## config.mk

```make
export PLATFORM = sky130hd
export DESIGN_NAME = muldiv_unit_flat
export DESIGN_NICKNAME = d
export VERILOG_FILES = /design/src/rtl/muldiv_if.sv /design/src/rtl/muldiv_unit.sv /design/src/flat_wrapper.sv
export SDC_FILE = /design/constraint.sdc
export NUM_CORES = 1
export LEC_CHECK = 0
export CAP_MARGIN = 10
export CORE_AREA = 2 2 133 186
export CTS_CLUSTER_SIZE = 40
export DETAILED_ROUTE_END_ITERATION = 12
export DIE_AREA = 0 0 135 188
export PLACE_DENSITY = 0.68
export SKIP_LAST_GASP = 1
export SYNTH_ARGS = -nofsm -noshare
export SYNTH_HDL_FRONTEND = slang
export SYNTH_SLANG_ARGS = --single-unit
```

## constraint.sdc

```tcl
create_clock -name clk -period 8.4 [get_ports clk]
set_clock_uncertainty 0.05 [all_clocks]
set_input_delay 2.52 -clock clk [delete_from_list [all_inputs] [get_ports clk]]
set_output_delay 2.52 -clock clk [all_outputs]
set_load 0.02 [all_outputs]
```

## src/rtl/muldiv_if.sv

```systemverilog
// Handshake and HI/LO bundle between the control unit and muldiv_unit.
interface muldiv_if;
    logic        start;
    logic [1:0]  op;
    logic [31:0] src_a;
    logic [31:0] src_b;
    logic        hi_we;
    logic        lo_we;
    logic        busy;
    logic        done;
    logic [31:0] hi;
    logic [31:0] lo;

    modport master (
        output start, op, src_a, src_b, hi_we, lo_we,
        input  busy, done, hi, lo
    );

    modport slave (
        input  start, op, src_a, src_b, hi_we, lo_we,
        output busy, done, hi, lo
    );
endinterface

```

## src/rtl/muldiv_unit.sv

```systemverilog
// Iterative 32-step multiply/divide unit owning the HI/LO registers.
// Define MULDIV_DIV_EN to compile in the restoring divider; otherwise DIV/DIVU complete as a no-op.
module muldiv_unit (
    input  logic     clk,
    input  logic     rst,
    muldiv_if.slave  bus
);
    localparam logic [1:0] ST_IDLE = 2'd0;
    localparam logic [1:0] ST_RUN  = 2'd1;
    localparam logic [1:0] ST_FIX  = 2'd2;

    function automatic logic [31:0] mag32(input logic [31:0] v, input logic sgn);
        logic [31:0] r;
        if (sgn && v[31]) r = ~v + 32'd1;
        else              r = v;
        return r;
    endfunction

    logic [1:0]  state_r;
    logic [5:0]  cnt_r;
    logic [31:0] opnd_r;
    logic [63:0] acc_r;
    logic        neg_q_r;
    logic [31:0] hi_r;
    logic [31:0] lo_r;
    logic        busy_r;
    logic        done_r;
`ifdef MULDIV_DIV_EN
    logic        is_div_r;
    logic        neg_r_r;
    logic [32:0] rem_sh_s;
    logic [32:0] diff_s;
`endif

    logic        signed_s;
    logic        neg_a_s;
    logic        neg_b_s;
    logic [31:0] mag_a_s;
    logic [31:0] mag_b_s;
    logic        launch_s;
    logic        div_nop_s;
    logic [32:0] sum_s;
    logic [63:0] acc_nxt_s;
    logic [63:0] prod_s;
    logic [31:0] fix_hi_s;
    logic [31:0] fix_lo_s;

    // Operand conditioning for an accepted start.
    always_comb begin
        signed_s = ~bus.op[0];
        neg_a_s  = signed_s & bus.src_a[31];
        neg_b_s  = signed_s & bus.src_b[31];
        mag_a_s  = mag32(bus.src_a, signed_s);
        mag_b_s  = mag32(bus.src_b, signed_s);
`ifdef MULDIV_DIV_EN
        launch_s  = bus.start;
        div_nop_s = 1'b0;
`else
        launch_s  = bus.start & ~bus.op[1];
        div_nop_s = bus.start &  bus.op[1];
`endif
    end

    // One radix-2 step: shift-add for multiply, restoring subtract for divide.
    always_comb begin
        sum_s     = 33'd0;
        acc_nxt_s = acc_r;
`ifdef MULDIV_DIV_EN
        rem_sh_s  = {acc_r[63:32], acc_r[31]};
        diff_s    = rem_sh_s - {1'b0, opnd_r};
        if (is_div_r) begin
            if (diff_s[32]) acc_nxt_s = {rem_sh_s[31:0], acc_r[30:0], 1'b0};
            else            acc_nxt_s = {diff_s[31:0],   acc_r[30:0], 1'b1};
        end else begin
            sum_s     = {1'b0, acc_r[63:32]} + (acc_r[0] ? {1'b0, opnd_r} : 33'd0);
            acc_nxt_s = {sum_s, acc_r[31:1]};
        end
`else
        sum_s     = {1'b0, acc_r[63:32]} + (acc_r[0] ? {1'b0, opnd_r} : 33'd0);
        acc_nxt_s = {sum_s, acc_r[31:1]};
`endif
    end

    // Sign correction applied in FIX; divide by zero leaves the raw dividend in HI.
    always_comb begin
        if (neg_q_r) prod_s = ~acc_r + 64'd1;
        else         prod_s = acc_r;
        fix_hi_s = prod_s[63:32];
        fix_lo_s = prod_s[31:0];
`ifdef MULDIV_DIV_EN
        if (is_div_r) begin
            if (neg_r_r) fix_hi_s = ~acc_r[63:32] + 32'd1;
            else         fix_hi_s = acc_r[63:32];
            if (opnd_r == 32'd0) fix_lo_s = 32'hFFFF_FFFF;
            else if (neg_q_r)    fix_lo_s = ~acc_r[31:0] + 32'd1;
            else                 fix_lo_s = acc_r[31:0];
        end else begin
            fix_hi_s = prod_s[63:32];
            fix_lo_s = prod_s[31:0];
        end
`endif
    end

    // Control FSM, datapath registers and architectural HI/LO.
    always_ff @(posedge clk or posedge rst) begin
        if (rst) begin
            state_r  <= ST_IDLE;
            cnt_r    <= 6'd0;
            opnd_r   <= 32'd0;
            acc_r    <= 64'd0;
            neg_q_r  <= 1'b0;
            hi_r     <= 32'd0;
            lo_r     <= 32'd0;
            busy_r   <= 1'b0;
            done_r   <= 1'b0;
`ifdef MULDIV_DIV_EN
            is_div_r <= 1'b0;
            neg_r_r  <= 1'b0;
`endif
        end else begin
            done_r <= 1'b0;
            case (state_r)
                ST_IDLE: begin
                    cnt_r <= 6'd0;
                    if (launch_s) begin
                        state_r <= ST_RUN;
                        busy_r  <= 1'b1;
                        neg_q_r <= neg_a_s ^ neg_b_s;
`ifdef MULDIV_DIV_EN
                        is_div_r <= bus.op[1];
                        neg_r_r  <= neg_a_s;
                        opnd_r   <= bus.op[1] ? mag_b_s : mag_a_s;
                        acc_r    <= {32'd0, bus.op[1] ? mag_a_s : mag_b_s};
`else
                        opnd_r   <= mag_a_s;
                        acc_r    <= {32'd0, mag_b_s};
`endif
                    end else if (div_nop_s) begin
                        done_r <= 1'b1;
                    end else begin
                        if (bus.hi_we) hi_r <= bus.src_a;
                        if (bus.lo_we) lo_r <= bus.src_a;
                    end
                end
                ST_RUN: begin
                    acc_r <= acc_nxt_s;
                    cnt_r <= cnt_r + 6'd1;
                    if (cnt_r == 6'd31) state_r <= ST_FIX;
                end
                ST_FIX: begin
                    hi_r    <= fix_hi_s;
                    lo_r    <= fix_lo_s;
                    done_r  <= 1'b1;
                    busy_r  <= 1'b0;
                    state_r <= ST_IDLE;
                end
                default: begin
                    state_r <= ST_IDLE;
                    busy_r  <= 1'b0;
                end
            endcase
        end
    end

    assign bus.busy = busy_r;
    assign bus.done = done_r;
    assign bus.hi   = hi_r;
    assign bus.lo   = lo_r;
endmodule

```

## src/flat_wrapper.sv

```systemverilog
// flat-port wrapper written by rule: the top's interface ports become plain ports
module muldiv_unit_flat 
  (clk, rst, bus_start, bus_op, bus_src_a, bus_src_b, bus_hi_we, bus_lo_we, bus_busy, bus_done, bus_hi, bus_lo);
  muldiv_if bus_i ();
  input  logic clk;
  input  logic rst;
  input wire logic [$bits(bus_i.start)-1:0] bus_start;
  input wire logic [$bits(bus_i.op)-1:0] bus_op;
  input wire logic [$bits(bus_i.src_a)-1:0] bus_src_a;
  input wire logic [$bits(bus_i.src_b)-1:0] bus_src_b;
  input wire logic [$bits(bus_i.hi_we)-1:0] bus_hi_we;
  input wire logic [$bits(bus_i.lo_we)-1:0] bus_lo_we;
  output wire logic [$bits(bus_i.busy)-1:0] bus_busy;
  output wire logic [$bits(bus_i.done)-1:0] bus_done;
  output wire logic [$bits(bus_i.hi)-1:0] bus_hi;
  output wire logic [$bits(bus_i.lo)-1:0] bus_lo;
  assign bus_i.start = bus_start;
  assign bus_i.op = bus_op;
  assign bus_i.src_a = bus_src_a;
  assign bus_i.src_b = bus_src_b;
  assign bus_i.hi_we = bus_hi_we;
  assign bus_i.lo_we = bus_lo_we;
  assign bus_busy = bus_i.busy;
  assign bus_done = bus_i.done;
  assign bus_hi = bus_i.hi;
  assign bus_lo = bus_i.lo;
  muldiv_unit u_core (.clk(clk), .rst(rst), .bus(bus_i));
endmodule
```

---- After elaboration in Yosys (flattened, before gate mapping) ----
Index checks and enable logic that the tools add are counted.
storage, ports and cells
  flip-flop bits (word level) ............. 171
  bits of input ports ..................... 71
  output and inout bits ................... 66
  word-level logic and storage cells ...... 68
cells by class
  $add $sub $neg .......................... 5
  equality and inequality tests ........... 9
  muxes and demuxes ....................... 23
  bitwise logic cells ..................... 11
  reductions and logical operators ........ 11
operators with widths
  operator                                              count
  2-to-1 mux 32 bit                                     9
  2-to-1 mux 64 bit                                     2
  one-hot mux 32 bit (2 select lines)                   2
  one-hot mux 64 bit (2 select lines)                   1
  adder 32 x 1 -> 32 bit (second input constant)        2
  adder 64 x 1 -> 64 bit (second input constant)        1
  inverter 32 bit                                       2
  inverter 64 bit                                       1
  adder 32 x 33 -> 33 bit                               1
  one-hot mux 6 bit (2 select lines)                    1
  != test 2 bit (second input constant)                 4
  AND reduction 2 bit                                   4
  AND reduction 4 bit                                   2
  adder 6 x 1 -> 6 bit (second input constant)          1
  equality test 6 x 5 -> 1 bit (second input constant)  1
  bitwise AND 1 bit                                     4
  2-to-1 mux 2 bit                                      2
  != test 2 x 1 -> 1 bit (second input constant)        2
  one-hot mux 1 bit (2 select lines)                    2
  one-hot mux 2 bit (2 select lines)                    1
  nonzero test 2 bit                                    2
  2-to-1 mux 1 bit                                      3
  inverter 1 bit                                        3
  equality test 2 x 1 -> 1 bit (second input constant)  1
  other kinds (4)                                       5

---- Depth between registers and ports, before layout ----
Gate-level depths: netlist of run 1.
  depth after elaboration ................. 5
  mapped depth ............................ 13
  depth with buffers taken out ............ 11

---- Worst setup path before layout of run 1 ----
OpenSTA, ideal clock, no wires.
  path type ............................... input port to flip-flop
  from .................................... input bus_src_b[11]
  to ...................................... register u_core.acc_r[30]
  setup time .............................. 136 ps
  data arrival time ....................... 4775 ps
  data required time ...................... 8214 ps
  slack ................................... 3439 ps
  stages .................................. 8
  path buffers ............................ 2
  path through ............................ or4_1 > or4b_1 > clkbuf_1 > or3_1 > clkbuf_1 > o41ai_1 > xor2_1 > o21ai_0
on the way
  word-level cells in the longest chain between the ends .. 5
RTL lines
  item                                 line                RTL
  from (decl)                          flat_wrapper.sv:10  input wire logic [$bits(bus_i.src_b)-1:0] bus_src_b;
  inverter 32 bit                      muldiv_unit.sv:14   if (sgn && v[31]) r = ~v + 32'd1;
  adder 32 x 1 -> 32 bit               muldiv_unit.sv:14
  2-to-1 mux 32 bit                    muldiv_unit.sv:14
  2-to-1 mux 64 bit                    muldiv_unit.sv:125  if (launch_s) begin
  one-hot mux 64 bit (2 select lines)  muldiv_unit.sv:122  case (state_r)
  to (signal assigned)                 muldiv_unit.sv:136  acc_r <= {32'd0, mag_b_s};
  to (signal assigned)                 muldiv_unit.sv:146  acc_r <= acc_nxt_s;
  to (decl)                            muldiv_unit.sv:22   logic [63:0] acc_r;
Every way passes these cells. The select of a mux whose other input is x is not followed.
A chain may end at the register's enable or synchronous reset.

---- Worst setup path after layout of run 1 ----
  from .................................... input bus_src_b[9]
  to ...................................... register u_core.acc_r[30]
Same word-level chain as after synthesis.

==> results of run 1 <==
-- layer usage --
metal | vias up | part of all wire, %
met5 | - | 0
li1 | 5067 | -
met2 | 280 | 52
met3 | 66 | 4.1
met1 | 5034 | 41
met4 | 0 | 3.2
-- worst paths after layout --
kind                            slack (ns)         startpoint                 to
worst max-delay path                  3.28       bus_src_b[9]   u_core.acc_r[30]
worst min-delay path                  0.42  u_core.opnd_r[10]  u_core.opnd_r[10]
worst max register to register        4.87    u_core.acc_r[7]  u_core.bus.hi[20]
worst min register to register        0.42  u_core.opnd_r[10]  u_core.opnd_r[10]
max in group asynchronous             4.59                rst  u_core.bus.lo[31]
min in group asynchronous             2.50                rst    u_core.bus.busy
-- stage by stage --
stage | area, µm² | std cells | setup slack [ns]
after floorplan | 11700 | 1356 | 1.20
after detailed placement | 13100 | 1729 | 2.85
after global routing | 13800 | 1759 | 3.09
after CTS | 13800 | 1759 | 3.30
final | 13800 | 1760 | 3.28
after global placement | 13100 | 1729 | 2.87
-- cell usage after synthesis (3+ instances only) --
cell type  instances  area (µm²)
and2_1            34         213
nand3_1           25         125
nand2b_1          14        87.6
xnor2_1           50         438
a22oi_1           31         233
o41ai_1           20         175
clkbuf_1          70         263
o31ai_1           29         218
nor3_1            23         115
a21oi_1          110         551
o21ai_0          166         831
or3_1             15        93.8
or4_4              3        33.8
clkbuf_8           5        68.8
a211oi_1          51         383
nand3b_1           4        30.0
nand4_1            8        50.1
ha_1              36         450
o211ai_1           5        37.5
a31o_2             3        26.3
nand2_1          137         514
xor2_1            94         823
nor2b_1           53         332
nor3b_1            3        22.5
inv_1             25        93.8
or2_2              8        50.1
o21a_1             4        30.0
mux2i_1           22         220
a221o_1            3        30.0
buf_1              7        26.3
a31oi_1           10        62.6
dfrtp_1          171        4280
a21o_1             6        45.0
nor2_1            51         191
and3_1             8        50.1
nor4_1             5        31.3
or4_1             13        97.6
-- power groups by stage --
stage	clock network, mW	registers [mW]	logic [mW]
3_3_place_gp	0	1.47	1.85
2_1_floorplan	0	1.46	1.26
4_1_cts	0.884	1.47	1.89
3_5_place_dp	0	1.48	1.88
5_1_grt	0.913	1.51	2.10
6_report	0.874	1.47	1.89
-- cell families after synthesis --
| logic type | Yosys count | synth area share (%) |
|---|---|---|
| compound gates | 456 | 23.9 |
| xor+xnor | 144 | 10.8 |
| fa+ha+maj | 37 | 4.02 |
| buf+inv | 112 | 4.48 |
| flops | 171 | 36.6 |
| mux | 23 | 1.98 |
| simple gates | 413 | 18.2 |
-- state kept, by name, indices dropped and copies added, names as in the netlist --
name,cells
u_core.acc_r,64
u_core.bus.hi,32
u_core.bus.lo,32
u_core.opnd_r,32
u_core.cnt_r,6
u_core.state_r,2
u_core.bus.busy,1
u_core.bus.done,1
u_core.neg_q_r,1
-- worst max-delay path, stage by stage --
cell and delay, ns:
clkdlybuf4s50_1 0.47, or4_1 0.59, or4b_1 0.60, or3_1 0.49, o41ai_1 0.44, xor2_1 0.18
o21ai_0 0.08
-- cell type report --
type,count,area share [%]
sequential,171,31.0
antenna,1,0.0181
inverter,25,0.716
timing repair buffer,150,10.6
clock buffer,19,3.28
clock inverter,11,1.41
multi-input combinational,1073,50.1
tap,310,2.81
==> results.sh, run 1 <==
export IMPL_gr_total_overflow=0
export IMPL_busiest_layer="met2"
export IMPL_worstMarginPinSlew_ns=1.11
export IMPL_first_pass_iters=5
export IMPL_max_cap_viol_count=0
export IMPL_whs_path_depth=2
export IMPL_layout_common_cells="170 x dfrtp_1, 166 x o21ai_0, 137 x nand2_1"
export IMPL_met2_usage_pct=47.8
export IMPL_place_port_buffers=136
export IMPL_drt_total_wl_mm=33.7
export IMPL_drcViolationCount=0
export IMPL_rows=67
export IMPL_dieWidth_um=135
export IMPL_start_kind="primary input"
export IMPL_fp_dieH_um=188
export IMPL_drt_iter0_drc=689
export IMPL_netlist_area_um2=11700
export IMPL_clock_sinks=171
export IMPL_grt_max_degree=114
export IMPL_worst_ep_required_time_ns=8.64
export IMPL_setup_viol=0
export IMPL_powerDensity_nw_per_um2=307
export IMPL_slew_headroom_pct=25.8
export IMPL_ant_nets=0
export IMPL_grt_pass1_wl_mm=54.0
export IMPL_cp_arrival_ns=5.37
export IMPL_hold_slack_ns=0.420
export IMPL_intPower_mw=2.49
export IMPL_final_min_clock_period_ns=5.12
export IMPL_ys_ff_latch=171
export IMPL_gr_usage_met3_pct=3.05
export IMPL_path_clk_slew_ns=0.06
export IMPL_synth_async_sr_flop_share_pct=100
export IMPL_p_clk_share_pct=20.6
export IMPL_drive_gt1_share_pct=5.04
export IMPL_cts_tree="built"
export IMPL_gp_congestion=0.875
export IMPL_start_util_pct=49.1
export IMPL_rsz0062_at_grt="no"
export IMPL_synth_edff_count=0
export IMPL_mostFrequentLayoutCell="dfrtp_1"
export IMPL_timing_final_crit_share_pct=61.0
export IMPL_switching_share_pct=41.2
export IMPL_power_mw=4.24
export IMPL_ys_warn_count=0
export IMPL_cp_max_fo=6
export IMPL_ioPinCount=137
export IMPL_drt_vias_per_instance=5.94
export IMPL_worstSkewPairLatency_ns=0.44
export IMPL_syn_nets=1464
export IMPL_worstHoldPathType="reg -> reg"
export IMPL_post_cts_buffers=0
export IMPL_end_kind="flip-flop"
export IMPL_synth_flop_cell="dfrtp_1"
export IMPL_cts_buffers=17
export IMPL_worstRegToRegCells=7
export IMPL_final_core_util_pct=57.9
export IMPL_cts_hold_buf=0
export IMPL_die_area_um2=25400
export IMPL_cts_max_level=4
export IMPL_core_um2=23800
export IMPL_status="completed"
export IMPL_syn_area_per_cell_um2=8.62
export IMPL_switching_power_mw=1.75
export IMPL_multiInputGateArea_um2=6910
export IMPL_sequentialPowerShare_pct=34.8
export IMPL_root_buffer="clkbuf_16"
export IMPL_antenna_found_initial=0
export IMPL_grt_pass1_vias=10100
export IMPL_ys_types=64
export IMPL_vias=10400
export IMPL_share_comb_of_total_power_pct=44.6
export IMPL_fill_cells=2200
export IMPL_wl_per_cell_um=19.1
export IMPL_syn_inst=1356
export IMPL_hpwl_mm=24.9
export IMPL_areaGrowthSynthToFinish_pct=18.0
export IMPL_setup_tns_ns=0
export IMPL_finalHoldViolCount=0
export IMPL_synth_seq_area_share_pct=36.6
export IMPL_clk_path_buf_depth=2
export IMPL_track_usage_pct=27.1
export IMPL_worstSetupPathType="in -> reg"
export IMPL_ir_drop_uv=164
export IMPL_timing_fmax_mhz=195
export IMPL_cts_resized=0
export IMPL_slew_viol_final=0
export IMPL_met1_usage_pct=34.1
export IMPL_p_leak_nw=5.46
export IMPL_regArea_um2=4280
export IMPL_nNetsFinal=1546
Power figures use the tool's default switching activity.
==> run 2: changes to the inputs <==
- clock period: 8.4 -> 5.3 ns (I/O delays scaled with it)
==> run 2 against run 1 <==
Compared with the run above: die area stayed put; power grew 57%; critical path depth unchanged; sequential share of layout area about the same; worst setup slack worse by 2.1 ns; cell count is 0.28% higher; utilization about the same; count of clock-buffer cells in the layout up 6; critical endpoint unchanged; largest power group unchanged.
==> results.sh, run 2 (synthesis gave the netlist of run 1 again) <==
export IMPL_holdPathEnd="u_core.opnd_r[10]"
export IMPL_powerDensity_nw_per_um2=482
export IMPL_clk_path_buf_depth=2
export IMPL_insertedDiodeCount=0
export IMPL_worst_ep_required_time_ns=5.55
export IMPL_cts_resized=0
export IMPL_ioPinCount=137
export IMPL_final_min_clock_period_ns=4.17
export IMPL_gr_total_overflow=0
export IMPL_areaGrowthSynthToFinish_pct=17.9
export IMPL_grt_max_degree=70
export IMPL_largest_register_ffs=64
export IMPL_worstSkewPairLatency_ns=0.44
export IMPL_worstSetupPathType="in -> reg"
export IMPL_ant_nets=0
export IMPL_slowest_delay_ns=0.60
export IMPL_grt_pass1_vias=10200
export IMPL_drive_gt1_share_pct=5.09
export IMPL_r2r_start="u_core.acc_r[0]"
export IMPL_gp_congestion=0.912
export IMPL_path_clk_slew_ns=0.07
export IMPL_p_leak_nw=5.47
export IMPL_worstHoldPathType="reg -> reg"
export IMPL_cp_arrival_ns=4.41
export IMPL_crit_buf_inv=1
export IMPL_core_um2=23800
export IMPL_wl_per_cell_um=19.2
export IMPL_dpl_cell_area_um2=13200
export IMPL_timing_fmax_mhz=240
export IMPL_drcViolationCount=0
export IMPL_timing_final_crit_share_pct=78.6
export IMPL_cpMaxStageDelayCell="or4b_1"
export IMPL_cts_max_level=4
export IMPL_clock_sinks=171
export IMPL_start_kind="primary input"
export IMPL_layout_common_cells="170 x dfrtp_1, 166 x o21ai_0, 137 x nand2_1"
export IMPL_track_usage_pct=27.2
export IMPL_drt_total_wl_mm=33.9
export IMPL_worstHoldStart="u_core.opnd_r[10]"
export IMPL_rows=67
export IMPL_fp_dieH_um=188
export IMPL_grt_pass1_wl_mm=54.2
export IMPL_finalHoldViolCount=0
export IMPL_first_pass_iters=5
export IMPL_cts_buffers=17
export IMPL_vias=10500
export IMPL_setup_viol=0
export IMPL_die_area_um2=25400
export IMPL_crit_family="simple AND/OR/NAND/NOR gates"
export IMPL_path_cells="clkdlybuf4s50_1, or4_1, or4b_1, or3_1, o41ai_1, xor2_1, o21ai_0"
export IMPL_antenna_found_initial=0
export IMPL_final_area_um2=13800
export IMPL_fill_cells=2193
export IMPL_largest_register="u_core.acc_r"
export IMPL_worstReg2RegEnd="u_core.acc_r[56]"
export IMPL_drt_vias_per_instance=5.94
export IMPL_start_util_pct=49.1
export IMPL_end_kind="flip-flop"
export IMPL_crit_cells=7
export IMPL_rsz0062_at_grt="no"
export IMPL_cts_hold_buf=0
export IMPL_slew_viol_final=0
export IMPL_drt_iter0_drc=678
export IMPL_dieWidth_um=135
export IMPL_cts_tree="built"
export IMPL_whs_path_depth=2
export IMPL_worstRegToRegCells=9
export IMPL_status="completed"
export IMPL_post_cts_buffers=0
export IMPL_mostFrequentLayoutCell="dfrtp_1"
export IMPL_worstMarginPinSlew_ns=1.10
export IMPL_setup_tns_ns=0
export IMPL_ir_drop_uv=262
export IMPL_place_port_buffers=136
export IMPL_cp_max_fo=6
export IMPL_slew_headroom_pct=26.7
export IMPL_root_buffer="clkbuf_16"
export IMPL_rrSetupSlack_ns=1.43
export IMPL_max_cap_viol_count=0
export IMPL_nNetsFinal=1550
export IMPL_hpwl_mm=25.0
## run 2: area by class of cell
cell class              count  area, µm²  share of cell area (%)
repair buffers            154       1510                    10.9
clock buffers              25        485                    3.52
inverters                  25       97.6                   0.708
well taps                 310        388                    2.81
flip-flops and latches    171       4280                    31.0
clock inverters             7        113                   0.817
multi-input cells        1073       6910                    50.1
## run 2: worst max-delay path by stage
stage	slack (ns)	to	start
after detailed placement	0.67	u_core.acc_r[30]	bus_src_b[9]
after CTS	1.14	u_core.acc_r[30]	bus_src_b[9]
after global routing	0.98	u_core.acc_r[28]	bus_src_b[9]
after global placement	0.71	u_core.acc_r[30]	bus_src_b[9]
after floorplan	1.27	u_core.acc_r[30]	bus_src_b[11]
final	1.13	u_core.acc_r[30]	bus_src_b[9]
## run 2: power breakdown
| part | switching [mW] | internal, mW | leakage, nW |
|---|---|---|---|
| sequential | 0.602 | 1.77 | 2.09 |
| combinational | 1.65 | 1.32 | 3.08 |
| clock | 0.521 | 0.778 | 0.291 |
## run 2: metal layers
metal | routed length [µm] | share of wire [%] | vias to the layer above | track usage (%)
li1 | - | - | 5065 | -
met1 | 14100 | 42 | 5059 | 34.0
met3 | 1370 | 4.0 | 78 | 3.87
met5 | 0 | 0 | - | 0
met2 | 17200 | 51 | 284 | 46.7
met4 | 1240 | 3.7 | 0 | 11.5
## run 2: per-stage QoR
stage / worst slack (ns) / total power [mW] / util (%) / hold slack, ns / instances
floorplan: 1.27 / 4.31 / - / 0.392 / 1356
global placement: 0.708 / 5.27 / 55.4 / 0.402 / 1733
detailed placement: 0.671 / 5.32 / 55.4 / 0.412 / 1733
CTS: 1.14 / 6.64 / 57.9 / 0.427 / 1765
global route: 0.979 / 7.10 / 57.9 / 0.446 / 1765
finish: 1.13 / 6.64 / 57.9 / 0.426 / 1765
## run 2: tightest hold or removal path, stage by stage, from the launching register on
cell and delay (ns):
dfrtp_1 0.34, nand2_1 0.05, o21ai_0 0.06
==> run 3: changes to the inputs <==
- PLACE_DENSITY: 0.68 -> 0.71
- clock period: 5.3 -> 3.7 ns (I/O delays scaled with it)
==> run 3 against run 2 <==
Compared with the run above: first-iteration DRC count increased by 9.6%; wire length grew 3.0%; power rose by 47%; register-to-register slack worse by 1.1 ns; clock power is 49% higher; utilization up 2.4 points; largest cell class unchanged; largest power group unchanged.
==> results.sh, run 3 (synthesis gave the netlist of run 1 again) <==
export IMPL_cts_hold_buf=0
export IMPL_nNetsFinal=1610
export IMPL_areaGrowthSynthToFinish_pct=22.7
export IMPL_ant_nets=0
export IMPL_timing_fmax_mhz=286
export IMPL_final_area_um2=14400
export IMPL_drt_total_wl_mm=34.9
export IMPL_worstReg2RegEnd="u_core.acc_r[59]"
export IMPL_finalHoldViolCount=0
export IMPL_cts_buffers=17
export IMPL_core_um2=23800
export IMPL_cts_tree="built"
export IMPL_final_min_clock_period_ns=3.50
export IMPL_cp_max_fo=4
export IMPL_mostFrequentLayoutCell="dfrtp_1"
export IMPL_grt_pass1_wl_mm=56.0
export IMPL_cts_max_level=4
export IMPL_antenna_found_initial=0
export IMPL_slew_viol_final=0
export IMPL_drt_iter0_drc=743
export IMPL_timing_final_crit_share_pct=94.7
export IMPL_root_buffer="clkbuf_16"
export IMPL_rsz0062_at_grt="no"
export IMPL_worstHoldPathType="reg -> reg"
export IMPL_worst_ep_required_time_ns=3.96
export IMPL_drt_vias_per_instance=5.93
export IMPL_clk_path_buf_depth=2
export IMPL_layout_setup_ws_ns=0.198
export IMPL_crit_start="bus_src_b[11]"
export IMPL_post_cts_buffers=0
export IMPL_cts_resized=0
export IMPL_vias=10800
export IMPL_hpwl_mm=26.4
export IMPL_die_area_um2=25400
export IMPL_track_usage_pct=28.0
export IMPL_rows=67
export IMPL_insertedDiodeCount=0
export IMPL_powerDensity_nw_per_um2=681
export IMPL_clock_sinks=171
export IMPL_r2r_start="u_core.acc_r[0]"
export IMPL_gr_total_overflow=0
export IMPL_largest_register_ffs=64
export IMPL_rrSetupSlack_ns=0.29
export IMPL_largest_register="u_core.acc_r"
export IMPL_drive_gt1_share_pct=8.98
export IMPL_worstSetupPathType="in -> reg"
export IMPL_p_leak_nw=5.79
export IMPL_hold_slack_ns=0.424
export IMPL_fp_dieH_um=188
export IMPL_worstMarginPinSlew_ns=0.868
export IMPL_start_kind="primary input"
export IMPL_dpl_cell_area_um2=13700
export IMPL_end_kind="flip-flop"
export IMPL_first_pass_iters=5
export IMPL_worstSkewPairLatency_ns=0.44
export IMPL_start_util_pct=49.1
export IMPL_drcViolationCount=0
export IMPL_wl_per_cell_um=19.1
export IMPL_final_core_util_pct=60.3
export IMPL_grt_max_degree=101
export IMPL_post_place_ws_ns=-0.233
export IMPL_worstRegToRegCells=10
export IMPL_max_cap_viol_count=0
export IMPL_gp_congestion=0.887
export IMPL_ir_drop_uv=393
export IMPL_layout_common_cells="170 x dfrtp_1, 166 x o21ai_0, 137 x nand2_1"
export IMPL_status="completed"
export IMPL_setup_viol=0
export IMPL_slew_headroom_pct=42.1
export IMPL_place_port_buffers=136
export IMPL_grt_pass1_vias=10700
export IMPL_crit_path_end="u_core.acc_r[24]"
export IMPL_ioPinCount=137
export IMPL_power_mw=9.77
export IMPL_path_clk_slew_ns=0.06
export IMPL_cp_arrival_ns=3.77
export IMPL_dieWidth_um=135
[run 3: changes by cell type in the layout (fill, tap and decap cells not counted)]
cell / delta
a21o_1: +1
a21o_2: -1
clkbuf_1: -2
buf_12: +6
clkbuf_8: +4
nand2b_2: +1
nand2b_1: -1
buf_4: +54
clkinv_2: -2
[run 3: stage by stage]
| stage | setup TNS (ns) | instances |
|---|---|---|
| 6_report | 0 | 1825 |
| 5_1_grt | 0 | 1825 |
| 4_1_cts | 0 | 1825 |
| 3_5_place_dp | -1.84 | 1793 |
| 3_3_place_gp | -1.25 | 1793 |
| 2_1_floorplan | 0 | 1356 |
[run 3: worst min path at each step]
stage / start / to / slack [ns] / cells after the start
floorplan: u_core.opnd_r[0] / u_core.opnd_r[0] / 0.39 / 2
global placement: u_core.opnd_r[21] / u_core.opnd_r[21] / 0.40 / 2
detailed placement: u_core.opnd_r[16] / u_core.opnd_r[16] / 0.41 / 2
CTS: u_core.opnd_r[16] / u_core.opnd_r[16] / 0.43 / 2
global route: u_core.opnd_r[12] / u_core.opnd_r[12] / 0.45 / 2
finish: u_core.opnd_r[16] / u_core.opnd_r[16] / 0.42 / 2
[run 3: where the power goes]
group	switching, mW	total (mW)	internal (mW)
logic	2.48	4.46	1.98
clock network	0.755	1.94	1.19
registers	0.829	3.37	2.54
total	4.06	9.77	5.71
[run 3: layout make-up]
type | count | area (µm²)
multi-input combinational | 1073 | 6910
fill | 2144 | 9460
clock buffer | 27 | 533
tap | 310 | 388
inverter | 25 | 97.6
clock inverter | 5 | 103
sequential | 171 | 4280
timing repair buffer | 214 | 2030
[run 3: critical path, stage by stage]
cell and delay [ns]:
clkdlybuf4s50_1 0.41, or4_1 0.59, or4b_1 0.51, or3_1 0.43, buf_4 0.18, o21ai_0 0.27
xor2_1 0.18, o21ai_0 0.08
[run 3: routing by layer]
| metal | part of all wire (%) | track usage [%] | wire length [µm] |
|---|---|---|---|
| met1 | 40 | 33.8 | 13900 |
| met2 | 52 | 49.6 | 18000 |
| met3 | 4.3 | 3.30 | 1500 |
| met4 | 4.2 | 12.7 | 1460 |
| met5 | 0 | 0 | 0 |
